## src/rtl/rs_station_pkg.sv

```systemverilog
// Shared types for the reservation station: the scheduler entry layout,
// the tag width, the TAG_NONE marker and the default depth.
package rs_station_pkg;

  localparam int TAG_W = 4;
  localparam int RS_DEPTH = 8;
  localparam logic [TAG_W-1:0] TAG_NONE = '1;

  typedef struct packed {
    logic [1:0]       fu_type;
    logic [3:0]       alu_ctrl;
    logic             branch;
    logic [2:0]       branch_type;
    logic [31:0]      store_imm;
    logic [TAG_W-1:0] rob_tag;
    logic [TAG_W-1:0] qj;
    logic [TAG_W-1:0] qk;
    logic [31:0]      vj;
    logic [31:0]      vk;
  } rs_scheduler_s;

endpackage

```

## src/rtl/rs_station_if.sv

```systemverilog
// Bus bundle of rs_station: alloc side, CDB snoop, flush and issue port.
// slave = station side, master = driver side (scheduler/CDB/FU model).
interface rs_station_if
  import rs_station_pkg::*;
#(
  parameter int DEPTH = RS_DEPTH
);

  localparam int CW = $clog2(DEPTH + 1);

  logic             in_valid_i;
  rs_scheduler_s    in_entry_i;
  logic             rs_full_o;
  logic [CW-1:0]    rs_count_o;
  logic             cdb_valid_i;
  logic [TAG_W-1:0] cdb_tag_i;
  logic [31:0]      cdb_value_i;
  logic             flush_i;
  logic             issue_ready_i;
  logic             issue_valid_o;
  rs_scheduler_s    issue_entry_o;

  modport slave (
    input  in_valid_i, in_entry_i,
    input  cdb_valid_i, cdb_tag_i, cdb_value_i,
    input  flush_i, issue_ready_i,
    output rs_full_o, rs_count_o,
    output issue_valid_o, issue_entry_o
  );

  modport master (
    output in_valid_i, in_entry_i,
    output cdb_valid_i, cdb_tag_i, cdb_value_i,
    output flush_i, issue_ready_i,
    input  rs_full_o, rs_count_o,
    input  issue_valid_o, issue_entry_o
  );

endinterface

```

## src/rtl/rs_station_slot.sv

```systemverilog
// One reservation-station slot (rs_entry_slot): holds, shifts in or loads
// an entry, snoops the CDB on whichever entry is written, reports ready.
// Ports: load/shift controls, upper-slot data, new entry, CDB, valid/entry/ready.
// With RS_ISSUE_BYPASS_EN also exports a CDB-bypassed ready/entry view.
module rs_entry_slot
  import rs_station_pkg::*;
(
  input  logic             clk,
  input  logic             reset,
  input  logic             flush,
  input  logic             load,
  input  logic             shift,
  input  logic             up_valid,
  input  rs_scheduler_s    up_entry,
  input  rs_scheduler_s    new_entry,
  input  logic             cdb_valid,
  input  logic [TAG_W-1:0] cdb_tag,
  input  logic [31:0]      cdb_value,
  output logic             valid,
  output rs_scheduler_s    entry,
`ifdef RS_ISSUE_BYPASS_EN
  output logic             byp_ready,
  output rs_scheduler_s    byp_entry,
`endif
  output logic             ready
);

  logic          src_v;
  rs_scheduler_s src_e;
  rs_scheduler_s nxt_e;

  // Load beats shift: at the alloc slot the shift would only bring in an
  // empty slot from above.
  always_comb begin
    src_v = valid;
    src_e = entry;
    if (load) begin
      src_v = 1'b1;
      src_e = new_entry;
    end else if (shift) begin
      src_v = up_valid;
      src_e = up_entry;
    end
  end

  // Wakeup is applied to the data being written, so a broadcast is
  // caught whether the entry holds, moves down or arrives this cycle.
  always_comb begin
    nxt_e = src_e;
    if (cdb_valid && src_e.qj == cdb_tag) begin
      nxt_e.vj = cdb_value;
      nxt_e.qj = TAG_NONE;
    end
    if (cdb_valid && src_e.qk == cdb_tag) begin
      nxt_e.vk = cdb_value;
      nxt_e.qk = TAG_NONE;
    end
  end

  always_ff @(posedge clk) begin
    if (reset || flush) begin
      valid <= 1'b0;
    end else begin
      valid <= src_v;
      entry <= nxt_e;
    end
  end

  assign ready = valid
    && entry.qj == TAG_NONE
    && entry.qk == TAG_NONE;

`ifdef RS_ISSUE_BYPASS_EN
  logic j_hit;
  logic k_hit;

  assign j_hit = cdb_valid && entry.qj == cdb_tag;
  assign k_hit = cdb_valid && entry.qk == cdb_tag;

  assign byp_ready = valid
    && (entry.qj == TAG_NONE || j_hit)
    && (entry.qk == TAG_NONE || k_hit);

  always_comb begin
    byp_entry = entry;
    if (j_hit) begin
      byp_entry.vj = cdb_value;
      byp_entry.qj = TAG_NONE;
    end
    if (k_hit) begin
      byp_entry.vk = cdb_value;
      byp_entry.qk = TAG_NONE;
    end
  end
`endif

endmodule

```

## src/rtl/rs_station.sv

```systemverilog
// Reservation station: collapsing queue of DEPTH slots, slot 0 oldest,
// CDB wakeup, oldest-ready issue over valid/ready.
// Ports: clk_i, reset_i (sync, active-high), bus (rs_station_if.slave).
// Option: RS_ISSUE_BYPASS_EN lets a CDB hit make a slot ready same cycle.
module rs_station
  import rs_station_pkg::*;
#(
  parameter int DEPTH = RS_DEPTH
)(
  input logic         clk_i,
  input logic         reset_i,
  rs_station_if.slave bus
);

  localparam int CW = $clog2(DEPTH + 1);
  localparam int IW = (DEPTH > 1) ? $clog2(DEPTH) : 1;

  logic [CW-1:0] count_q;
  logic          full;
  logic          accept;
  logic          fire;
  logic          any_rdy;
  logic [IW-1:0] sel;
  logic [CW-1:0] alloc_pos;

  logic [DEPTH-1:0] slot_v;
  logic [DEPTH-1:0] slot_rdy;
  logic [DEPTH-1:0] up_v;
  logic [DEPTH-1:0] sel_rdy;
  rs_scheduler_s    slot_e  [DEPTH];
  rs_scheduler_s    up_e    [DEPTH];
  rs_scheduler_s    sel_e   [DEPTH];

  assign full = (count_q == CW'(DEPTH));
  assign accept = bus.in_valid_i && !full
    && bus.in_entry_i.fu_type != 2'd0;
  assign fire = any_rdy && bus.issue_ready_i;

  // On fire everything above the issued slot drops by one, so the new
  // entry goes one below the current count.
  assign alloc_pos = count_q - CW'(fire);

  genvar i;
  generate
    for (i = 0; i < DEPTH; i++) begin : g_slot
      if (i == DEPTH - 1) begin : g_top
        assign up_v[i] = 1'b0;
        assign up_e[i] = '0;
      end else begin : g_mid
        assign up_v[i] = slot_v[i+1];
        assign up_e[i] = slot_e[i+1];
      end

      rs_entry_slot u_slot (
        .clk       (clk_i),
        .reset     (reset_i),
        .flush     (bus.flush_i),
        .load      (accept && alloc_pos == CW'(i)),
        .shift     (fire && IW'(i) >= sel),
        .up_valid  (up_v[i]),
        .up_entry  (up_e[i]),
        .new_entry (bus.in_entry_i),
        .cdb_valid (bus.cdb_valid_i),
        .cdb_tag   (bus.cdb_tag_i),
        .cdb_value (bus.cdb_value_i),
        .valid     (slot_v[i]),
        .entry     (slot_e[i]),
`ifdef RS_ISSUE_BYPASS_EN
        .byp_ready (sel_rdy[i]),
        .byp_entry (sel_e[i]),
`endif
        .ready     (slot_rdy[i])
      );

`ifndef RS_ISSUE_BYPASS_EN
      assign sel_rdy[i] = slot_rdy[i];
      assign sel_e[i] = slot_e[i];
`endif
    end
  endgenerate

  // Lowest index wins: scan from the top so the oldest ready is last.
  always_comb begin
    sel = '0;
    any_rdy = 1'b0;
    for (int k = DEPTH - 1; k >= 0; k--) begin
      if (sel_rdy[k]) begin
        sel = IW'(k);
        any_rdy = 1'b1;
      end
    end
  end

  always_comb begin
    bus.issue_entry_o = sel_e[sel];
    bus.issue_entry_o.qj = TAG_NONE;
    bus.issue_entry_o.qk = TAG_NONE;
  end

  assign bus.issue_valid_o = any_rdy;
  assign bus.rs_full_o = full;
  assign bus.rs_count_o = count_q;

  always_ff @(posedge clk_i) begin
    if (reset_i || bus.flush_i) begin
      count_q <= '0;
    end else begin
      count_q <= count_q + CW'(accept) - CW'(fire);
    end
  end

  // Upstream is expected to honour rs_full_o and never send LSU ops;
  // violations are dropped and flagged.
  always_ff @(posedge clk_i) begin
    if (!reset_i && !bus.flush_i && bus.in_valid_i) begin
      a_full: assert (!full)
        else $warning("rs_station: alloc while full dropped");
      a_fu: assert (bus.in_entry_i.fu_type != 2'd0)
        else $warning("rs_station: fu_type 0 alloc dropped");
    end
  end

endmodule
```

## src/flat_wrapper.sv

```systemverilog
// flat-port wrapper written by rule: the top's interface ports become plain ports
module rs_station_flat import rs_station_pkg::*;
#(
  parameter int DEPTH = RS_DEPTH
)
  (clk_i, reset_i, bus_in_valid_i, bus_in_entry_i, bus_cdb_valid_i, bus_cdb_tag_i, bus_cdb_value_i, bus_flush_i, bus_issue_ready_i, bus_rs_full_o, bus_rs_count_o, bus_issue_valid_o, bus_issue_entry_o);
  rs_station_if #(.DEPTH(DEPTH)) bus_i ();
  input logic clk_i;
  input logic reset_i;
  input wire logic [$bits(bus_i.in_valid_i)-1:0] bus_in_valid_i;
  input wire logic [$bits(bus_i.in_entry_i)-1:0] bus_in_entry_i;
  input wire logic [$bits(bus_i.cdb_valid_i)-1:0] bus_cdb_valid_i;
  input wire logic [$bits(bus_i.cdb_tag_i)-1:0] bus_cdb_tag_i;
  input wire logic [$bits(bus_i.cdb_value_i)-1:0] bus_cdb_value_i;
  input wire logic [$bits(bus_i.flush_i)-1:0] bus_flush_i;
  input wire logic [$bits(bus_i.issue_ready_i)-1:0] bus_issue_ready_i;
  output wire logic [$bits(bus_i.rs_full_o)-1:0] bus_rs_full_o;
  output wire logic [$bits(bus_i.rs_count_o)-1:0] bus_rs_count_o;
  output wire logic [$bits(bus_i.issue_valid_o)-1:0] bus_issue_valid_o;
  output wire logic [$bits(bus_i.issue_entry_o)-1:0] bus_issue_entry_o;
  assign bus_i.in_valid_i = bus_in_valid_i;
  assign bus_i.in_entry_i = bus_in_entry_i;
  assign bus_i.cdb_valid_i = bus_cdb_valid_i;
  assign bus_i.cdb_tag_i = bus_cdb_tag_i;
  assign bus_i.cdb_value_i = bus_cdb_value_i;
  assign bus_i.flush_i = bus_flush_i;
  assign bus_i.issue_ready_i = bus_issue_ready_i;
  assign bus_rs_full_o = bus_i.rs_full_o;
  assign bus_rs_count_o = bus_i.rs_count_o;
  assign bus_issue_valid_o = bus_i.issue_valid_o;
  assign bus_issue_entry_o = bus_i.issue_entry_o;
  rs_station #(.DEPTH(DEPTH)) u_core (.clk_i(clk_i), .reset_i(reset_i), .bus(bus_i));
endmodule
```

## config.mk

```make
export PLATFORM = sky130hd
export DESIGN_NAME = rs_station_flat
export DESIGN_NICKNAME = d
export VERILOG_FILES = /design/src/rtl/rs_station_pkg.sv /design/src/rtl/rs_station_if.sv /design/src/rtl/rs_station_slot.sv /design/src/rtl/rs_station.sv /design/src/flat_wrapper.sv
export SDC_FILE = /design/constraint.sdc
export NUM_CORES = 2
export LEC_CHECK = 0
export BUFFER_PORTS_ARGS = -buffer_cell sky130_fd_sc_hd__buf_2
export CAP_MARGIN = 10
export CORE_ASPECT_RATIO = 0.8
export CORE_MARGIN = 4
export CORE_UTILIZATION = 45
export DETAILED_ROUTE_END_ITERATION = 8
export HOLD_SLACK_MARGIN = 0.08
export SLEW_MARGIN = 20
export SYNTH_ARGS = -nofsm -noshare
export SYNTH_HDL_FRONTEND = slang
export SYNTH_SLANG_ARGS = --single-unit
```

## constraint.sdc

```tcl
create_clock -name clk_i -period 7.7 [get_ports clk_i]
set_input_delay 1.155 -clock clk_i [delete_from_list [all_inputs] [get_ports clk_i]]
set_output_delay 1.155 -clock clk_i [all_outputs]
set_load 0.01 [all_outputs]
```

==> out/results.txt <==
Status -> finished, final reports clean
Final core utilization -> 0.5016
PwrDens -> 190.2 nW/um^2
Top cells by count, synth -> 1851 x nand2_1, 944 x edfxtp_1, 736 x a21oi_1, 538 x clkbuf_1, 425 x mux2i_1
Hold Crit Class -> flop to flop
Synth Register Bits -> 956
Worst r2r src -> u_core.g_slot[0].u_slot.entry[68]
Synth top area share -> 0.5047
Drt via density -> 6.371
Vias in the first global route -> 46270
Worst-path cell chain -> nand3_1 -> nor4_4 -> nor4_2 -> a31o_2 -> inv_2 -> ha_1 -> ha_1 -> nor4_1 -> or3b_4 -> buf_4 -> nor2_1 -> a31oi_1 -> o21ai_0 -> nor3_1 -> o2111ai_4 -> buf_12 -> mux2_4
IR drop worst, VDD -> 0.1733 mV
Share of layout cells above drive strength 1 -> 0.1241
Total die area -> 130600 sq um
Clock tree sinks -> 956
Tmin final -> 7.014 ns
CTS tree -> yes
Setup crit end kind -> flop
EDFF count, synth -> 944
Clock Tree Root -> clkbuf_16
P_leak -> 0.02565 uW
Max clock buf depth -> 3
Worst slew pin tran -> 1.206 ns
Iteration-0 DRC Markers -> 6791
# port buffers -> 275
Final #Nets -> 6136
Global-route wire length before repair -> 317300 um
Post-DP HPWL -> 124200 um
Clk_skew -> 0.02849 ns
Aggregate global routing overflow -> 0
Slew Limit Fails -> 0
Synthesized instance count -> 6123
Avg WL per Cell -> 28.28 um
Unrepaired setup endpoints after global routing -> false
Crit Path Max Fanout -> 53
Count of different cell masters after synthesis -> 75
Die width -> 403.0 um
Ys async rst share -> 0
Seq/Total Area, Yosys -> 0.5089
Synth area leader -> edfxtp_1
DR DRC count -> 0
Worst Path Required -> 8.16 ns
WL final -> 217900 um
Area delta synth->final -> 10.24%
Largest net degree at the start of global routing -> 124
RR Endpoint -> u_core.g_slot[6].u_slot.entry[24]
R2R Setup Slk -> 0.69 ns
Cell mode on critical path -> ha_1
Die span in y -> 324 um
Core area -> 123500 sq um
Final antenna-violating net count -> 0
Setup violations, final -> 0
Worst reg-to-reg path cell count -> 17
Hold Vio Cnt, Final -> 0
Critical Path Start Type -> flop
# Post-CTS Setup Buffers -> 0
Syn avg cell area -> 9.174 sq um
Synth Warn # -> 0
Htree depth -> 3
Crit path from -> u_core.g_slot[0].u_slot.entry[68]
Overall routing resource usage -> 0.3215
Cell with the most instances after synthesis -> nand2_1
Largest cells by area after synthesis -> edfxtp_1 50%, nand2_1 12%, mux2i_1 7.6%
Setup crit end -> u_core.g_slot[6].u_slot.entry[24]
Tcrit/Tclk final -> 0.9110
Post-CTS Resized -> 0
Peak Freq -> 142.6 MHz
Vias -> 49090
CP max stage delay -> 0.87 ns
Clk Latency, worst-skew pair -> 0.73 ns
Slew headroom -> 0.1960
MaxCap Viol Count -> 0
Worst Setup Path Type -> flop to flop
Netlist Area Pre-Place -> 56170 sq um
Placer Congestion -> 0.8838
Initial Util -> 0.4550
FP Rows -> 115
Crit path DAT -> 7.48 ns
Hold_buf cts -> 0
Ports -> 284
DR pass1 iterations -> 9
Ys flop type -> edfxtp_1
TritonCTS Buffers -> 107
Setup TNS -> 0 ns
Critical-path top delay cell -> nor4_2
Clock transition at path regs -> 0.06 ns
Initial antenna violation count -> 24
-- flip-flops by register name, summed over array words and instances, names as in the netlist --
name	flops
u_core.g_slot.u_slot.entry	944
u_core.g_slot.u_slot.valid	8
u_core.bus.rs_count_o	4
-- cell usage in the layout, fill, tap and decap left out, drive strengths merged, types with 50 or more instances in the layout --
cell / Yosys / layout
nand3: 223 / 223
edfxtp: 944 / 944
or4: 113 / 113
clkbuf: 538 / 148
and2: 50 / 50
mux2: 137 / 137
o21ai: 253 / 253
nand2: 1852 / 1852
buf: 122 / 387
mux2i: 425 / 425
a21oi: 736 / 736
and3: 271 / 271
nor2: 51 / 51
a22oi: 64 / 64
-- cells by family after synthesis --
kind of cell    after synthesis  synth area share
fa+ha+maj                    10          0.002361
simple gates               2658            0.2097
mux                         562            0.1049
buf+inv                     705           0.04963
other cells                   1        0.00006676
xor+xnor                     59          0.009200
compound gates             1172            0.1153
flops                       956            0.5089
-- final cells by class --
| cell class | instances | area, sq um |
|---|---|---|
| clock buffers | 148 | 2979 |
| fillers | 11430 | 61530 |
| inverters | 45 | 168.9 |
| well taps | 1638 | 2049 |
| flip-flops and latches | 956 | 28590 |
| clock inverters | 49 | 513.0 |
| diodes | 13 | 32.53 |
| multi-input cells | 4469 | 25280 |
| repair buffers | 387 | 2317 |
-- critical path, delay by kind of cell (launching register included) --
kind / cells / cell delay, ns
AO/OA/AOI/OAI: 4 / 1.19
adder cells (fa/ha/maj): 2 / 0.78
buffers and inverters: 3 / 1.21
flip-flops: 1 / 0.39
multiplexers: 1 / 0.31
AND/OR/NAND/NOR: 7 / 2.74
-- layer usage --
metal  vias to the layer above  part of all wire  track usage
met3                       460              0.12      0.08001
met2                      3387              0.43       0.4798
li1                      21270                 -            -
met5                         -           0.00036            0
met1                     23960              0.41       0.4570
met4                        12             0.033       0.1119
-- how the worst min path moves through the flow --
stage,from,end,slack (ns),cells past startpoint
final,u_core.g_slot[0].u_slot.valid,u_core.g_slot[0].u_slot.valid,0.49,2
after global routing,u_core.g_slot[0].u_slot.valid,u_core.g_slot[0].u_slot.valid,0.51,2
after CTS,u_core.g_slot[0].u_slot.valid,u_core.g_slot[0].u_slot.valid,0.49,2
after detailed placement,u_core.g_slot[0].u_slot.valid,u_core.g_slot[0].u_slot.valid,0.48,2
after global placement,u_core.g_slot[0].u_slot.valid,u_core.g_slot[0].u_slot.valid,0.47,2
after floorplan,u_core.g_slot[0].u_slot.valid,u_core.g_slot[0].u_slot.valid,0.45,2
-- where the power goes --
group / total (uW) / switching (uW) / internal [uW]
logic: 745 / 528 / 217
clock network: 5270 / 2220 / 3050
registers: 5760 / 28.3 / 5730
total: 11800 / 2780 / 9010
-- per-stage QoR --
| stage | cells | hold slack, ns | setup slack (ns) | power (uW) | cell area (sq um) |
|---|---|---|---|---|---|
| after global routing | 7701 | 0.5113 | 0.4092 | 12090 | 61910 |
| after global placement | 7495 | 0.4709 | 0.8774 | 6589 | 58390 |
| after detailed placement | 7495 | 0.4803 | 0.8443 | 6598 | 58390 |
| after CTS | 7692 | 0.4884 | 0.8195 | 11810 | 61890 |
| after floorplan | 6130 | 0.4544 | 0.7317 | 6299 | 56200 |
| final | 7705 | 0.4852 | 0.6857 | 11780 | 61920 |
Note: power is estimated with default switching activity, not from simulation.
